## src/rtl/pulse_event_scheduler.sv

```systemverilog
// pulse_event_scheduler: synchronises N level inputs, turns each rising edge
// into a pending request, and grants requests round-robin onto a single
// valid/ready event port. Edges arriving on an already-pending channel are
// counted as drops in a saturating counter.
module pulse_event_scheduler #(
    parameter  int N     = 4,
    parameter  int CNT_W = 8,
    localparam int ID_W  = $clog2(N)
) (
    input  logic             clk,
    input  logic             reset,
    input  logic             en,
    input  logic [N-1:0]     L,
    input  logic             ev_ready,
    input  logic             drop_clr,
    output logic             ev_valid,
    output logic [ID_W-1:0]  ev_id,
    output logic [N-1:0]     pending,
    output logic [CNT_W-1:0] drop_cnt,
    output logic             busy
);

    typedef enum logic {
        IDLE  = 1'b0,
        OFFER = 1'b1
    } state_t;

    state_t            state_q, state_d;
    logic [N-1:0]      s1_q, s2_q, prev_q;
    logic [N-1:0]      edge_det;
    logic [N-1:0]      pending_q, pending_d;
    logic [N-1:0]      grant_clr;
    logic [N-1:0]      drop_vec;
    logic              any_drop;
    logic [ID_W-1:0]   ev_id_q, ev_id_d;
    logic [ID_W-1:0]   last_grant_q, last_grant_d;
    logic [ID_W-1:0]   grant_idx;
    logic [ID_W-1:0]   cand;
    logic              grant_found;
    logic [CNT_W-1:0]  drop_cnt_q;

    // Two-flop synchroniser plus a delayed copy for rising-edge detection.
    always_ff @(posedge clk or negedge reset) begin
        if (!reset) begin
            s1_q   <= '0;
            s2_q   <= '0;
            prev_q <= '0;
        end else begin
            s1_q   <= L;
            s2_q   <= s1_q;
            prev_q <= s2_q;
        end
    end

    assign edge_det = s2_q & ~prev_q;

    // Round-robin search: first pending channel after the last one served.
    always_comb begin
        grant_found = 1'b0;
        grant_idx   = '0;
        cand        = '0;
        for (int unsigned k = 1; k <= N; k++) begin
            cand = ID_W'((32'(last_grant_q) + k) % N);
            if (!grant_found && pending_q[cand]) begin
                grant_found = 1'b1;
                grant_idx   = cand;
            end
        end
    end

    // FSM next state, grant capture and handshake completion.
    always_comb begin
        state_d      = state_q;
        ev_id_d      = ev_id_q;
        last_grant_d = last_grant_q;
        grant_clr    = '0;
        case (state_q)
            IDLE: begin
                if (en && grant_found) begin
                    ev_id_d              = grant_idx;
                    grant_clr[grant_idx] = 1'b1;
                    state_d              = OFFER;
                end
            end
            OFFER: begin
                if (ev_ready) begin
                    last_grant_d = ev_id_q;
                    state_d      = IDLE;
                end
            end
            default: state_d = IDLE;
        endcase
    end

    // A new edge on the channel being granted re-arms it rather than dropping.
    always_comb begin
        pending_d = edge_det | (pending_q & ~grant_clr);
        drop_vec  = edge_det & pending_q & ~grant_clr;
        any_drop  = |drop_vec;
    end

    // FSM state, offered id, round-robin pointer and pending flags.
    always_ff @(posedge clk or negedge reset) begin
        if (!reset) begin
            state_q      <= IDLE;
            ev_id_q      <= '0;
            last_grant_q <= ID_W'(N - 1);
            pending_q    <= '0;
        end else begin
            state_q      <= state_d;
            ev_id_q      <= ev_id_d;
            last_grant_q <= last_grant_d;
            pending_q    <= pending_d;
        end
    end

    // Saturating drop counter; clear wins but still counts a same-cycle drop.
    always_ff @(posedge clk or negedge reset) begin
        if (!reset) begin
            drop_cnt_q <= '0;
        end else if (drop_clr) begin
            drop_cnt_q <= any_drop ? CNT_W'(1) : '0;
        end else if (any_drop && (drop_cnt_q != '1)) begin
            drop_cnt_q <= drop_cnt_q + 1'b1;
        end
    end

    assign ev_valid = (state_q == OFFER);
    assign ev_id    = ev_id_q;
    assign pending  = pending_q;
    assign drop_cnt = drop_cnt_q;
    assign busy     = (state_q == OFFER) | (|pending_q);

endmodule
```

## config.mk

```make
export PLATFORM = sky130hd
export DESIGN_NAME = pulse_event_scheduler
export DESIGN_NICKNAME = d
export VERILOG_FILES = /design/src/rtl/pulse_event_scheduler.sv
export SDC_FILE = /design/constraint.sdc
export NUM_CORES = 1
export LEC_CHECK = 0
export CAP_MARGIN = 10
export CORE_AREA = 2 2 61 63
export DETAILED_ROUTE_END_ITERATION = 12
export DIE_AREA = 0 0 63 65
export GPL_TIMING_DRIVEN = 0
export PLACE_DENSITY = 0.72
export SLEW_MARGIN = 40
export SYNTH_ARGS = -nofsm -noshare
export SYNTH_HDL_FRONTEND = slang
export SYNTH_SLANG_ARGS = --single-unit
```

## constraint.sdc

```tcl
create_clock -name clk -period 2.2 [get_ports clk]
set_input_delay 0.33 -clock clk [delete_from_list [all_inputs] [get_ports clk]]
set_output_delay 0.33 -clock clk [all_outputs]
set_load 0.05 [all_outputs]
```

Yosys cells after proc, flatten, opt, wreduce, memory -nomap -nowiden

Index checks and enable logic that the tools add are counted.

Output and inout bits: 16
Bits in registers: 29
Bits of input ports: 9
ROM bits: 0
Logic and storage cells: 69
RAM bits: 0
Bits in latches: 0
Memories kept: 0

Order comparisons: 6
Eq/ne operators: 1
Multiplexer cells: 26
Shift-type cells: 0
Divide/modulo/power cells: 0
$mul: 0
Reductions and logical operators: 14
Add/sub/neg operators: 5
Bitwise logic cells: 9

Operator list:

| kind                                                              | number |
|---|---|
| AND 4 bit                                                         | 4 |
| 2-to-1 mux 8 bit                                                  | 2 |
| < comparator 2 x 3 -> 1 bit, second input constant                | 5 |
| 2-to-1 mux 1 bit                                                  | 12 |
| adder 8 x 1 -> 8 bit, second input constant                       | 1 |
| binary-select mux 1 bit (select 2 bit)                            | 4 |
| 2-to-1 mux 2 bit                                                  | 4 |
| 2-to-1 mux 4 bit                                                  | 2 |
| != test 8 bit, second input constant                              | 1 |
| NOT 4 bit                                                         | 2 |
| OR reduction 4 bit                                                | 2 |
| logical AND 1 bit                                                 | 6 |
| adder 2 x 1 -> 2 bit, second input constant                       | 2 |
| adder 2 bit, second input constant                                | 2 |
| OR 4 bit                                                          | 1 |
| AND reduction 2 bit                                               | 2 |
| logical NOT 1 bit                                                 | 3 |
| demux 1 bit (select 2 bit)                                        | 1 |
| greater-or-equal comparator 2 x 1 -> 1 bit, second input constant | 1 |
| case mux 1 bit (2 select lines)                                   | 1 |
| nonzero test 2 bit                                                | 1 |
| NOT 1 bit                                                         | 1 |
| OR 1 bit                                                          | 1 |

Longest topological paths before layout

Gate-level depths: netlist of the first run.

Word-level depth: 25
Gate-level depth with buffers: 8
Gate-level depth less buffers: 7

Worst setup path after synthesis of the first run

No wires, ideal clock.

Kind: reg-to-reg
From: register pending_q[3], in the netlist pending[3]
To: register drop_cnt_q[1], in the netlist drop_cnt[1]
Arrival: 2.260 ns
Slack: -0.190 ns
Buffers on the path: 1
Cell stages (with the launch flop): 9
Data required time: 2.070 ns
Period minus slack after synthesis: 2.390 ns
Setup time: 0.130 ns
Cell sequence: dfrtp_1 > and3b_1 > or2_4 > o41ai_4 > o2bb2ai_2 > o31ai_4 > buf_6 > mux2i_1 > nor2_1

Word-level cells in the longest chain between the ends: 23
Elaborated cells on any way between the ends: 36
Classes of those cells: order compare: 2; mux: 20; bitwise: 3; reduce/logical: 11

Ends and longest elaborated chain:

| element                                | RTL line | RTL |
|---|---|---|
| start: declaration                     | 31       | `logic [N-1:0] pending_q, pending_d;` |
| start signal: assignment               | 113      | `pending_q <= pending_d;` |
| binary-select mux 1 bit (select 2 bit) | 64       | `if (!grant_found && pending_q[cand]) begin` |
| 2-to-1 mux 1 bit (not written as such) | 64       |  |
| 2-to-1 mux 1 bit                       | 64       |  |
| logical NOT 1 bit                      | 64       |  |
| logical AND 1 bit                      | 64       |  |
| 2-to-1 mux 1 bit                       | 64       |  |
| logical NOT 1 bit                      | 64       |  |
| logical AND 1 bit                      | 64       |  |
| [7 not listed]                         | n/a      |  |
| demux 1 bit (select 2 bit)             | 81       | `grant_clr[grant_idx] = 1'b1;` |
| 2-to-1 mux 4 bit                       | 79       | `if (en && grant_found) begin` |
| 2-to-1 mux 4 bit                       | 77       | `case (state_q)` |
| NOT 4 bit                              | 98       | `drop_vec = edge_det & pending_q & ~grant_clr;` |
| AND 4 bit (*)                          | 98       |  |
| OR reduction 4 bit (*)                 | 99       | `any_drop = \|drop_vec;` |
| logical AND 1 bit (*)                  | 123      | `end else if (any_drop && (drop_cnt_q != '1)) begin` |
| nonzero test 2 bit (no line) (*)       | n/a      |  |
| end signal: assignment                 | 122      | `drop_cnt_q <= any_drop ? CNT_W'(1) : '0;` |
| end signal: assignment                 | 124      | `drop_cnt_q <= drop_cnt_q + 1'b1;` |
| end: declaration                       | 40       | `logic [CNT_W-1:0] drop_cnt_q;` |

Mark *: on every way between the ends. The rest lies on a longest branch, timed or not. The select of a mux whose other input is x is not followed.
A chain may end at the register's enable or synchronous reset.

Worst setup path after layout of the first run

From: register last_grant_q[1]
To: register drop_cnt_q[1], in the netlist drop_cnt[1]

Word-level cells in the longest chain between the ends: 24
Elaborated cells on any way between the ends: 39
Classes of those cells: add/sub: 4; order compare: 2; mux: 20; bitwise: 2; reduce/logical: 11

Ends and longest elaborated chain:

| element                                | RTL line | RTL |
|---|---|---|
| start: declaration                     | 36       | `logic [ID_W-1:0] last_grant_q, last_grant_d;` |
| start signal: assignment               | 107      | `last_grant_q <= ID_W'(N - 1);` |
| start signal: assignment               | 112      | `last_grant_q <= last_grant_d;` |
| adder 2 x 1 -> 2 bit                   | 63       | `cand = ID_W'((32'(last_grant_q) + k) % N);` |
| binary-select mux 1 bit (select 2 bit) | 64       |  |
| 2-to-1 mux 1 bit (not written as such) | 64       |  |
| 2-to-1 mux 1 bit                       | 64       |  |
| logical NOT 1 bit                      | 64       |  |
| logical AND 1 bit                      | 64       |  |
| 2-to-1 mux 1 bit                       | 64       |  |
| logical NOT 1 bit                      | 64       |  |
| [8 not listed]                         | n/a      |  |
| demux 1 bit (select 2 bit)             | 81       |  |
| 2-to-1 mux 4 bit (*)                   | 79       |  |
| 2-to-1 mux 4 bit (*)                   | 77       |  |
| NOT 4 bit (*)                          | 98       |  |
| AND 4 bit (*)                          | 98       |  |
| OR reduction 4 bit (*)                 | 99       |  |
| logical AND 1 bit (*)                  | 123      |  |
| nonzero test 2 bit (no line) (*)       | n/a      |  |

Marked as above.

==> impl_metrics.csv, run 1 <==
group,metric,value,unit
die,pin_count,25,
pwr,total_power,2.120,mW
drt,ant_nets,0,
clock_network,cts_max_level,2,
drt,dr.pass1.iters,4,
global_routing,grt_max_degree,30,
hold_path,min_path_type,"input port to async pin",
die,design.core.area,3496,um2
layout,fin_nets,167,
logic_synthesis,yosys_warnings,0,
logic_synthesis,syn_avg_cell_area,11.08,um2
logic_synthesis,synth_area_leader_cell,"dfrtp_1",
placement,dp.cells,189,
worst_setup_path,rr_startpoint,"last_grant_q[1]",
timing,fin_skew,0.008443,ns
worst_setup_path,critPathRequiredTime,2.39,ns
logic_synthesis,yosys_register_bits,29,
layout,diodes,0,
status,outcome,"complete, but fails checks",
worst_setup_path,r2r_cells,9,
worst_setup_path,path_class,"flop to flop",
worst_setup_path,worst_setup_path_end_kind,"flop",
run,cap_violations,0,
die,start_util,37.40,%
clock_network,cts.clk_slew.worst_paths,0.08,ns
timing,rsz0062_at_grt,"yes",
drt,viasPerCell,4.932,
worst_setup_path,timing.rr.end,"drop_cnt[1]",
layout,layout.cells.non_filler,206,
logic_synthesis,netlist_instances,118,
timing,min_period_over_period,104.0,%
die,die_h,65,um
placement,place_area,1597,um2
drt,wl,2664,um
pwr,leakagePower,0.7372,nW
die,die_w,63,um
worst_setup_path,cp-start-kind,"flop",
timing,setup_violations,7,
timing,max_freq,0.4369,GHz
layout,layout_common_cells,"dfrtp_1, clkdlybuf4s50_1, nand2_1, nand3_1, buf_4",
timing,worst_pin_slew,0.6414,ns
clock_network,tritoncts,"yes",
placement,place.gp.congestion,0.8445,
clock_network,cts_buffers,5,
clock_network,clockBufferDepth,2,
layout,drive_gt1_share,25.32,%
timing,max-slew-margin-rel,57.24,%
logic_synthesis,synth_area_leaders,"dfrtp_1, dfstp_2, nand2b_1",
worst_setup_path,critPathArrivalTime,2.48,ns
clock_network,cts_hold_buffers,0,
global_routing,antenna_found_initial,0,
global_routing,grt_pass1_wl,4505,um
logic_synthesis,synth.distinct_cells,36,
timing,setup_slack,-0.08903,ns
worst_setup_path,crit_path_frequent_cell,"buf_6",
clock_network,clkSinkCount,29,
status,violations,"negative setup slack",
logic_synthesis,synth-seq-area-share,55.69,%
die,die_area,4095,um2
worst_setup_path,path_cells,"buf_6 -> o211a_1 -> or2_4 -> o21ai_4 -> o311a_1 -> o31ai_4 -> buf_6 -> mux2i_1 -> nor2_1",
logic_synthesis,synth_nets,128,
drt,drc,0,
layout,area_growth,34.93,%
worst_setup_path,crit_slowest_cell,"dfstp_2",
global_routing,grt.total_usage,14.91,%
layout,layout_commonest_cell,"dfrtp_1",
global_routing,first_global_vias,995,
timing,hold_ws,0.02695,ns
global_routing,grt_overflow,0,
placement,place_hpwl,1817,um
drt,routedWlPerCell,12.93,um
layout,fill_cells,319,
layout,design_area,1764,um2
logic_synthesis,synth_area,1308,um2
drt,drt_iter0_markers,39,
clock_network,root_buffer,"clkbuf_4",
worst_setup_path,worstPathMaxFanout,6,
logic_synthesis,synth_top_cell_area_share,51.67,%
placement,port_buffers,23,
clock_network,clk_latency,0.32,ns
timing,slew_viol_final,0,
worst_setup_path,critical_path.max_stage_delay,0.60,ns
pwr,p_per_area,1202,nW/um2
timing,period_needed,2.289,ns
timing,hold_violations,0,
drt,vias,1016,
pwr,ir_drop,0.0004166,V
die,rows,22,
worst_setup_path,r2r_slack,-0.09,ns
[area by class of cell]
type / instances / area, um2 / area share (%)
buffer: 2 / 15.01 / 0.8511
clock buffer: 8 / 48.80 / 2.766
inverter: 6 / 22.52 / 1.277
multi-input combinational: 81 / 583.1 / 33.05
sequential: 29 / 732.0 / 41.49
tap: 48 / 60.06 / 3.404
timing repair buffer: 32 / 302.8 / 17.16
[Yosys cell counts]
master,instances
nor4b_1,1
clkbuf_1,1
a22o_1,1
or3_1,6
dfstp_2,2
o2111a_2,1
mux2_2,2
o21ai_2,2
nor2_1,6
nand3_1,7
or2_4,1
o2bb2ai_2,1
and3_1,2
o211ai_1,1
o31ai_1,1
nand2b_1,6
o211a_1,1
nor2_2,1
a21o_2,1
o311a_1,1
inv_1,6
mux2i_1,2
nand2_1,9
ha_1,1
o21ai_0,6
o41ai_4,1
buf_6,1
a211oi_1,1
nand3b_1,1
o31ai_4,1
and3b_1,1
nor2b_1,3
nor3_1,2
dfrtp_1,27
o21ai_1,4
a21oi_1,7
[how the worst max path moves through the flow]
stage,from,to,cells after the start
3_3_place_gp,en,drop_cnt[1],9
5_1_grt,last_grant_q[1],drop_cnt[1],9
4_1_cts,last_grant_q[1],drop_cnt[1],9
6_report,last_grant_q[1],drop_cnt[1],9
2_1_floorplan,pending[0],drop_cnt[1],8
3_5_place_dp,en,drop_cnt[1],9
[layer usage]
metal  part of all wire, %  vias up  wire length (um)  global-route usage, %
met3                   5.1        4               136                  6.076
met4                   2.3        0                61                  10.28
met5                     0        -                 0                      0
li1                      -      498                 -                      -
met1                    43      490              1138                  16.63
met2                    50       24              1328                  23.27
[state kept, by name, indices dropped and copies added (netlist names)]
register and cells:
prev_q 4, s2_q 4, last_grant_q 2, pending 4, drop_cnt 8, ev_id 2, ev_valid 1, s1_q 4
[repair_timing]
action                                 in CTS  in global routing
pin swaps                                  12                  5
endpoints found under the hold margin       0                  0
buffers inserted                            6                  2
setup endpoints to repair                   8                  9
resized for setup                           5                  9
gates cloned                                1                  0
[power breakdown]
part / switching [mW] / leakage [nW] / internal, mW
registers: 0.131 / 0.343 / 0.651
clock network: 0.169 / 0.0265 / 0.127
logic: 0.606 / 0.368 / 0.436
[cells by family after synthesis]
logic type                 after synthesis  synth area share (%)
buffers and inverters                    8                 2.870
adders and majority gates                1                0.9568
DFF                                     29                 55.69
muxes                                    4                 3.254
AOI/OAI and AO/OA                       30                 18.28
and+or+nand+nor                         46                 18.95
[per-stage QoR]
stage / utilization (%) / setup TNS (ns) / setup WS, ns
floorplan: - / -0.05864 / -0.05864
global placement: 45.81 / -1.312 / -0.2441
global route: 50.47 / -1.122 / -0.1842
finish: 50.47 / -0.2601 / -0.08903
detailed placement: 45.67 / -1.589 / -0.2581
CTS: 49.07 / -0.2475 / -0.04937
[worst max-delay path, delay by kind of cell, from the launching register on]
| kind | cells | cell delay (ns) |
|---|---|---|
| AO/OA/AOI/OAI | 4 | 0.89 |
| flip-flops | 1 | 0.60 |
| buffers and inverters | 2 | 0.28 |
| AND/OR/NAND/NOR | 2 | 0.20 |
| multiplexers | 1 | 0.18 |
(Power assumes the default switching activity.)
==> run 2, diff against run 1 <==
MAX_ROUTING_LAYER = met4   (was unset)
==> impl_metrics.csv, run 2 (synthesis results as in run 1) <==
group,metric,value,unit
pwr,seqPwrFrac,36.9,%
clock_network,cts_buffers,5,
worst_setup_path,crit_slowest_cell,"dfstp_2",
placement,place.gp.congestion,0.8577,
clock_network,clockBufferDepth,2,
placement,place_hpwl,1817,um
status,violations,"negative setup slack",
timing,worst_pin_slew,0.6374,ns
global_routing,grt_pass1_wl,4505,um
timing,max-slew-margin-rel,57.51,%
layout,drive_gt1_share,25.32,%
pwr,p_per_area,1201,nW/um2
worst_setup_path,cp_top_family,"compound AO/OA/AOI/OAI gates",
layout,layout_commonest_cell,"dfrtp_1",
drt,dr.pass1.iters,4,
global_routing,antenna_found_initial,0,
die,start_util,37.40,%
worst_setup_path,timing.rr.end,"drop_cnt[1]",
layout,area_growth,34.93,%
global_routing,grt.total_usage,15.32,%
worst_setup_path,worst_setup_path_end_kind,"flop",
layout,fill_cells,319,
worst_setup_path,critPathRequiredTime,2.39,ns
worst_setup_path,cp-start-kind,"flop",
run,cap_violations,0,
timing,hold_violations,0,
worst_setup_path,r2r_cells,9,
timing,setup_slack,-0.08776,ns
die,rows,22,
placement,port_buffers,23,
drt,viasPerCell,4.913,
die,die_w,63,um
timing,hold_ws,0.02603,ns
worst_setup_path,worstPathMaxFanout,6,
clock_network,cts_max_level,2,
worst_setup_path,crit_start,"last_grant_q[1]",
timing,max_freq,0.4371,GHz
status,outcome,"complete, but fails checks",
drt,wl,2659,um
clock_network,tritoncts,"yes",
die,pin_count,25,
global_routing,first_global_vias,998,
timing,period_needed,2.288,ns
pwr,ir_drop,0.0004164,V
die,design.core.area,3496,um2
timing,min_period_over_period,104.0,%
pwr,internal-power,1.215,mW
pwr,p_clk_share,13.9,%
pwr,switching_share,42.68,%
worst_setup_path,r2r_slack,-0.09,ns
timing,fin_skew,0.008519,ns
pwr,p_sw,0.9043,mW
worst_setup_path,critical_path.max_stage_delay,0.60,ns
timing,setup_violations,7,
drt,routedWlPerCell,12.91,um
layout,diodes,0,
layout,largest_register_ffs,8,
timing,rsz0062_at_grt,"yes",
pwr,combPwrFrac,49.1,%
drt,vias,1012,
worst_setup_path,critPathArrivalTime,2.48,ns
drt,drt_iter0_markers,34,
hold_path,min_path_type,"input port to async pin",
layout,layout_common_cells,"dfrtp_1, clkdlybuf4s50_1, nand2_1, nand3_1, buf_4",
die,die_h,65,um
worst_setup_path,path_class,"flop to flop",
pwr,leakagePower,0.7372,nW
clock_network,cts.clk_slew.worst_paths,0.08,ns
clock_network,root_buffer,"clkbuf_4",
global_routing,grt_max_degree,30,
global_routing,grt_overflow,0,
clock_network,cts_hold_buffers,0,
drt,drc,0,
worst_setup_path,path_buf_inv,2,
timing,slew_viol_final,0,
clock_network,clkSinkCount,29,
worst_setup_path,rr_startpoint,"last_grant_q[1]",
drt,ant_nets,0,
worst_setup_path,path_cells,"buf_6 -> o211a_1 -> or2_4 -> o21ai_4 -> o311a_1 -> o31ai_4 -> buf_6 -> mux2i_1 -> nor2_1",
placement,pre_cts_ws,-0.2581,ns
clock_network,clk_latency,0.32,ns
die,die_area,4095,um2
worst_setup_path,crit_path_frequent_cell,"buf_6",
layout,fin_nets,167,
[run 2: cell counts in the layout (fill, tap and decap cells not counted)]
No cell type changed its count.
[run 2: power by group through the flow]
stage	Clock, mW	Sequential [mW]	Combinational (mW)
floorplan	0	1.02	0.403
global placement	0	0.797	0.873
detailed placement	0	0.802	0.886
CTS	0.313	0.779	0.982
global route	0.342	0.801	1.12
finish	0.296	0.782	1.04
[run 2: worst register-to-register path: cells and delay by family, from the launching register on]
kind | cells | cell delay (ns)
flops | 1 | 0.60
compound gates | 4 | 0.89
buf+inv | 2 | 0.28
mux | 1 | 0.18
simple gates | 2 | 0.20
[run 2: how the worst max path moves through the flow]
stage	to	slack [ns]	depth (start not counted)
4_1_cts	drop_cnt[1]	-0.05	9
3_5_place_dp	drop_cnt[1]	-0.26	9
6_report	drop_cnt[1]	-0.09	9
2_1_floorplan	drop_cnt[1]	-0.06	8
5_1_grt	drop_cnt[1]	-0.18	9
3_3_place_gp	drop_cnt[1]	-0.24	9
[run 2: layout make-up]
type | count | area [um2] | share of cell area, %
Multi-Input combinational cell | 81 | 583.1 | 33.05
Tap cell | 48 | 60.06 | 3.404
Inverter | 6 | 22.52 | 1.277
Clock buffer | 8 | 48.80 | 2.766
Sequential cell | 29 | 732.0 | 41.49
Buffer | 2 | 15.01 | 0.8511
Timing Repair Buffer | 32 | 302.8 | 17.16
[run 2: per-layer routing]
layer  wire length (um)  vias up  track usage [%]
li1                   -      499                -
met1               1156      487            16.63
met2               1322       22            23.27
met3                116        4            6.076
met4                 63        0            10.28
met5                  0        -                -
[run 2: metrics by stage]
step | power, mW | util (%) | instance area (um2) | setup TNS (ns) | cells
6_report | 2.119 | 50.47 | 1764 | -0.2521 | 206
5_1_grt | 2.258 | 50.47 | 1764 | -1.122 | 206
4_1_cts | 2.075 | 49.07 | 1715 | -0.2475 | 204
3_5_place_dp | 1.689 | 45.67 | 1597 | -1.589 | 189
3_3_place_gp | 1.670 | 45.81 | 1602 | -1.312 | 189
2_1_floorplan | 1.425 | - | 1311 | -0.05864 | 118
[run 2: timing repair]
item | 4_1_cts | 5_1_grt
gates resized for setup | 5 | 9
setup buffers | 6 | 2
pin swaps | 12 | 5
cloned | 1 | 0
setup endpoints to repair | 8 | 9
